<file path="config.mk">
export PLATFORM = sky130hd
export DESIGN_NAME = pc_fetch
export DESIGN_NICKNAME = d
export VERILOG_FILES = /design/src/rtl/pc_fetch.sv
export SDC_FILE = /design/constraint.sdc
export NUM_CORES = 1
export LEC_CHECK = 0
export ABC_AREA = 1
export BUFFER_PORTS_ARGS = -buffer_cell sky130_fd_sc_hd__buf_2
export CAP_MARGIN = 25
export CORE_MARGIN = 4
export CORE_UTILIZATION = 57
export CTS_CLUSTER_SIZE = 14
export DETAILED_ROUTE_END_ITERATION = 16
export PLACE_DENSITY = 0.88
export RECOVER_POWER = 50
export SYNTH_ARGS = -nofsm -noshare
export SYNTH_HDL_FRONTEND = slang
export SYNTH_SLANG_ARGS = --single-unit
</file>
<file path="constraint.sdc">
create_clock -name clk -period 7.6 [get_ports clk]
set_clock_uncertainty 0.2 [all_clocks]
set_input_delay 1.52 -clock clk [delete_from_list [all_inputs] [get_ports clk]]
set_output_delay 1.52 -clock clk [all_outputs]
set_load 0.01 [all_outputs]
</file>
<file path="src/rtl/pc_fetch.sv">
// Instruction fetch stage: PC register, next-PC selection, alignment/range
// fault detection, halt handling and a saturating retired-instruction counter.
module pc_fetch #(
  parameter int                 DWIDTH    = 32,
  parameter int                 WIDTH     = 8,
  parameter logic [DWIDTH-1:0]  BOOT_ADDR = '0
) (
  input  logic              clk,
  input  logic              rst,
  input  logic              stall,
  input  logic [1:0]        pc_src,
  input  logic [DWIDTH-1:0] imm,
  input  logic [DWIDTH-1:0] jalr_target,
  input  logic              halt_req,
  input  logic [DWIDTH-1:0] instr_in,
  output logic [WIDTH-1:0]  A,
  output logic [DWIDTH-1:0] instr_out,
  output logic [DWIDTH-1:0] pc_out,
  output logic [DWIDTH-1:0] pc_plus4,
  output logic              valid,
  output logic              halted,
  output logic              fault,
  output logic [DWIDTH-1:0] fault_pc,
  output logic [31:0]       retired
);

  typedef enum logic [1:0] {
    S_BOOT  = 2'b00,
    S_RUN   = 2'b01,
    S_HALT  = 2'b10,
    S_FAULT = 2'b11
  } state_t;

  localparam logic [DWIDTH-1:0] NOP_INSTR = DWIDTH'(32'h0000_0013);
  localparam logic [DWIDTH-1:0] PC_STEP   = DWIDTH'(4);
  localparam logic [DWIDTH-1:0] BIT0_MASK = ~DWIDTH'(1);

  state_t              state_q, state_d;
  logic [DWIDTH-1:0]   pc_q, pc_d;
  logic [DWIDTH-1:0]   fault_pc_q, fault_pc_d;
  logic [31:0]         retired_q, retired_d;

  logic [DWIDTH-1:0]   seq_pc;
  logic [DWIDTH-1:0]   next_pc;
  logic                next_bad;
  logic [31:0]         retired_inc;

  assign seq_pc = pc_q + PC_STEP;

  // Next-PC mux; all sums wrap naturally at DWIDTH bits.
  always_comb begin
    next_pc = seq_pc;
    unique case (pc_src)
      2'b01:   next_pc = pc_q + imm;
      2'b10:   next_pc = jalr_target & BIT0_MASK;
      default: next_pc = seq_pc;
    endcase
  end

  // Misaligned, or beyond the byte-addressable instruction memory.
  assign next_bad = (next_pc[1:0] != 2'b00) || ((next_pc >> WIDTH) != '0);

  assign retired_inc = (retired_q == 32'hFFFF_FFFF) ? retired_q : retired_q + 32'd1;

  // NOTE: every always_comb output gets a default first so no path can infer a latch.
  always_comb begin
    state_d    = state_q;
    pc_d       = pc_q;
    fault_pc_d = fault_pc_q;
    retired_d  = retired_q;
    unique case (state_q)
      S_BOOT: state_d = S_RUN;
      S_RUN: begin
        if (!stall) begin
          if (halt_req) begin
            state_d   = S_HALT;
            retired_d = retired_inc;
          end else if (next_bad) begin
            state_d    = S_FAULT;
            fault_pc_d = next_pc;
          end else begin
            pc_d      = next_pc;
            retired_d = retired_inc;
          end
        end
      end
      S_HALT:  state_d = S_HALT;
      S_FAULT: state_d = S_FAULT;
      default: state_d = S_BOOT;
    endcase
  end

  // NOTE: sequential state uses non-blocking assignments so all registers update together.
  always_ff @(posedge clk or posedge rst) begin
    if (rst) begin
      state_q    <= S_BOOT;
      pc_q       <= BOOT_ADDR;
      fault_pc_q <= '0;
      retired_q  <= '0;
    end else begin
      state_q    <= state_d;
      pc_q       <= pc_d;
      fault_pc_q <= fault_pc_d;
      retired_q  <= retired_d;
    end
  end

  assign A         = pc_q[WIDTH-1:0];
  assign pc_out    = pc_q;
  assign pc_plus4  = seq_pc;
  assign valid     = (state_q == S_RUN);
  assign halted    = (state_q == S_HALT);
  assign fault     = (state_q == S_FAULT);
  assign fault_pc  = fault_pc_q;
  assign retired   = retired_q;
  assign instr_out = valid ? instr_in : NOP_INSTR;

endmodule

</file>
== Word level (Yosys, flattened, before mapping) ==
Index checks and enable logic that the tools add are counted.
Cells by class
  bitwise operators: 3
  equality and inequality tests: 9
  reductions and logical operators: 8
  mux-type cells: 9
  add/sub/neg operators: 3
Operator list (number)
  32-bit 2-to-1 mux: 4
  32-bit case mux with 2 select lines: 1
  32-bit by 1-bit adder with 32-bit output (second input constant): 1
  32-bit by 3-bit adder with 32-bit output (second input constant): 1
  32-bit adder: 1
  32-bit equality test (second input constant): 1
  32-bit nonzero test: 1
  2-bit case mux with 4 select lines: 1
  4-bit AND reduction: 2
  2-bit equality test (second input constant): 3
  2-bit 2-to-1 mux: 3
  2-bit by 1-bit equality test with 1-bit output (second input constant): 2
  2-bit != test (second input constant): 2
  3-bit by 2-bit != test with 1-bit output (second input constant): 1
  1-bit inverter: 3
  3-bit AND reduction: 1
  2-bit zero test: 1
  2-bit AND reduction: 1
  2-bit nonzero test: 1
  1-bit logical OR: 1
Word-level totals
  word-level logic and storage cells: 36
  bits of input ports: 102
  flip-flop bits (word level): 98

== Logic depth before layout (Yosys ltp) ==
  word-level depth: 8
  mapped depth: 25
  depth with buffers taken out: 24

== Worst setup path after synthesis ==
Ideal clock, no wire load.
  kind: input -> register
  start: input port imm[0]
  end: register retired_q[22], in the netlist retired[22]
  arrival time: 3.834 ns
  slack: 3.449 ns
  buffers on the path: 1
  stages on the path: 24
  path through: ha_1 > inv_1 > fa_1 > inv_1 > nand3_1 > nand3_1 > nand2_1 > nand2_1 > nand2_1 > nand2_1 > nand2_1 > nand2_1 > nand2_1 > nand3_1 > nand2_1 > o21ai_0 > nand3_1 > nor2_1 > nand2_4 > nand2_8 > nand3_4 > buf_6 > nand2_1 > nand2_1
On the way
  longest elaborated chain between the ends: 6
  elaborated cells between the ends (all ways): 7
  those cells by class: add/sub: 1; eq/ne: 1; mux: 1; reduce/logical: 4
Ends and longest elaborated chain
  start, declared: line 12  | input logic [DWIDTH-1:0] imm,
  32-bit adder (*): line 54  | 2'b01: next_pc = pc_q + imm;
  32-bit case mux with 2 select lines (*): line 53  | unique case (pc_src)
  32-bit nonzero test / 2-bit nonzero test (equally long branches): line 61  | assign next_bad = (next_pc[1:0] != 2'b00) || ((next_pc >> WIDTH) != '0);
  1-bit logical OR (*): line 61
  2-bit != test (no source line) (*)
  3-bit AND reduction (no source line) (*)
  end signal, assigned: line 104  | retired_q <= retired_d;
  end, declared: line 41  | logic [31:0] retired_q, retired_d;
Mark *: on every way between the ends. The rest lies on a longest branch, timed or not.
A chain may end at the register's enable or synchronous reset.

==> impl_metrics.env <==
export IMPL_status="finished, violations left"
export IMPL_violations="capacitance limit, slew limit"
export IMPL_worstSetupEndpoint="pc_out[13]"
export IMPL_wl_um=32500
export IMPL_area_growth_pct=18.1
export IMPL_synthAdderAreaFrac=0.0525
export IMPL_clock_latency_ps=350
export IMPL_clock_path_buffers=2
export IMPL_design_area_mm2=0.0103
export IMPL_fmax_ghz=0.184
export IMPL_fp_dieArea_mm2=0.0174
export IMPL_synth_cell_types=44
export IMPL_grt_pass1_vias=9486
export IMPL_synthSimpleGateAreaFrac=0.424
export IMPL_cp_top_family="buffers and inverters"
export IMPL_tightest_slew_ps=3230
export IMPL_finalHoldViolCount=0
export IMPL_worstSetupPathType="input port to async pin"
export IMPL_p_per_area_mw_per_mm2=114
export IMPL_die_x_um=132
export IMPL_reg2reg_from="pc_out[0]"
export IMPL_dp_hpwl_um=25800
export IMPL_postPlaceCellArea_mm2=0.0101
export IMPL_post_cts_setup_buffers=0
export IMPL_drv_cap=2
export IMPL_wl_met1_um=12900
export IMPL_r2r_end="pc_out[21]"
export IMPL_grt_usage=0.361
export IMPL_grt_pass1_wl_um=50600
export IMPL_required_ps=7130
export IMPL_syn_nets=1577
export IMPL_vias=10400
export IMPL_fp_row_count=44
export IMPL_vias_per_cell=5.56
export IMPL_drt_iter0_markers=1227
export IMPL_wl_met3_um=3130
export IMPL_highest_signal_layer="met4"
export IMPL_detail_route_antenna_nets=0
export IMPL_critPathMaxStageDelay_ps=2350
export IMPL_htree_levels=3
export IMPL_synth_xor_area_frac=0.0331
export IMPL_muxShareOfSynthArea=0
export IMPL_cp_num_cells=3
export IMPL_postCtsHoldBufs=0
export IMPL_slew_violations=101
export IMPL_cts_buffers=9
export IMPL_holdCritStartpoint="fault_pc[28]"
export IMPL_port_buffers=271
export IMPL_ios=273
export IMPL_cp_cell_sequence="buf_2 > clkinvlp_2 > clkbuf_1"
export IMPL_cp_max_fo=61
export IMPL_synthCells=1439
export IMPL_antenna_found_initial=0
export IMPL_synth_compound_area_share=0.0747
export IMPL_cts_root_buf="clkbuf_16"
export IMPL_start_util=0.592
export IMPL_cts_resized=0
export IMPL_ys_warn_count=0
export IMPL_leakage_nw=6.03
export IMPL_fin_crit_ps=5440
export IMPL_cp_buffers_inverters=3
export IMPL_yosysSeqAreaShare=0.281
export IMPL_synth_edf_count=0
export IMPL_cts_sinks=98
export IMPL_antenna_cells=0
export IMPL_fin_crit_sh=0.715
export IMPL_vdd_ir_drop_max_uv=111
export IMPL_synth_seq_cells=98
export IMPL_cp_slowest_cell="clkbuf_1"
export IMPL_final_cell_mix="499 x nand2_1, 243 x inv_1, 187 x buf_2"
export IMPL_reg2regPathDepth=23
export IMPL_maxSlewHeadroom=-1.16
export IMPL_place_congestion=1.01
export IMPL_wl_per_cell_um=17.4
export IMPL_die_h_um=132
export IMPL_arrival_ps=4970
export IMPL_fin_tns_setup_ps=0
export IMPL_grt_start_max_net_pins=64
export IMPL_setup_violations=0
export IMPL_hold_class="flip-flop to flip-flop"
export IMPL_clk_pin_slew_ps=70
export IMPL_layout_drive_gt1_share=0.139
export IMPL_met2_length_um=15000
export IMPL_rrSetupSlack_ps=3220
export IMPL_drc=0
export IMPL_first_pass_iters=7
export IMPL_worstSetupStartpoint="rst"
export IMPL_cts_tree="yes"
export IMPL_syn_avg_cell_area_um2=6.07
export IMPL_ys_flop_type="dfrtp_1"
export IMPL_core_area_mm2=0.0148
export IMPL_mostFrequentLayoutCell="nand2_1"
export IMPL_synth_top_family_by_area="simple AND/OR/NAND/NOR gates"
export IMPL_overflow=0
export IMPL_nNetsFinal=1817
export IMPL_end_kind="async pin"
export IMPL_async_reset_ff_frac=1.00
export IMPL_cp_start_kind="input port"
export IMPL_syn_cell_area_mm2=0.00873
export IMPL_grt_setup_unrepaired="false"
per-layer routing:
metal,vias up,GRT usage
li1,5009,-
met1,4606,0.475
met2,667,0.599
met3,99,0.0557
met4,0,0.143
met5,-,0
synth_stat cells (all sizes together), types with 2 or more instances:
library cell,count,area [um^2]
a21oi,56,280
and2,3,18.8
buf,30,180
clkbuf,17,63.8
dfrtp,98,2450
ha,35,438
inv,247,927
nand2,502,1910
nand3,104,551
nand3b,10,75.1
nand4,59,375
nor2,120,473
nor3,27,140
nor4,11,68.8
o21a,2,15.0
o21ai,64,320
o21bai,2,15.0
or2,11,68.8
xnor2,9,78.8
xor2,24,210
worst min path at each step:
stage / end / cells past startpoint
final: fault_pc[28] / 2
after global routing: fault_pc[25] / 2
after CTS: fault_pc[27] / 2
after detailed placement: fault_pc[3] / 2
after global placement: fault_pc[28] / 2
after floorplan: fault_pc[3] / 2
layout make-up:
| type | count | area (um^2) |
|---|---|---|
| clock buffer | 9 | 225 |
| inverter | 248 | 932 |
| tap | 184 | 230 |
| sequential | 98 | 2450 |
| timing repair buffer | 276 | 1280 |
| multi-input combinational | 1046 | 5100 |
| fill | 1368 | 4440 |
| clock inverter | 7 | 83.8 |
tightest hold or removal path, stage by stage, from the launching register on:
cell	delay [ps]
dfrtp_1	340
nand2_1	50
o21ai_0	60
power by group:
group          switching (mW)  total (mW)  internal, mW  leakage [nW]
sequential           0.000199       0.521         0.521          1.36
clock                   0.220       0.482         0.261         0.149
combinational           0.115       0.172        0.0568          4.52
total                   0.335        1.17         0.840          6.03
stage by stage:
stage / utilization / worst slack (ps) / hold slack, ps / cells / power, mW
final: 0.699 / 2160 / 288 / 1868 / 1.17
after global routing: 0.699 / 1360 / 306 / 1868 / 1.21
after CTS: 0.706 / 2610 / 285 / 1868 / 1.17
after detailed placement: 0.685 / 2290 / 266 / 1852 / 0.702
after global placement: 0.685 / 2380 / 264 / 1852 / 0.701
after floorplan: - / 3320 / 315 / 1439 / 0.634
state kept, by name, summed over array words and instances, names as in the netlist:
| signal | flops |
|---|---|
| state_q | 2 |
| pc_out | 32 |
| retired | 32 |
| fault_pc | 32 |
kinds of logic (layout without fill, tap and decap cells):
| kind of cell | count (synthesis) | after routing |
|---|---|---|
| AOI/OAI and AO/OA | 127 | 127 |
| xor gates and xnor gates | 33 | 33 |
| adders and majority gates | 36 | 36 |
| buffers and inverters | 295 | 540 |
| DFF | 98 | 98 |
| and+or+nand+nor | 850 | 850 |
Power figures use the tool's default switching activity.
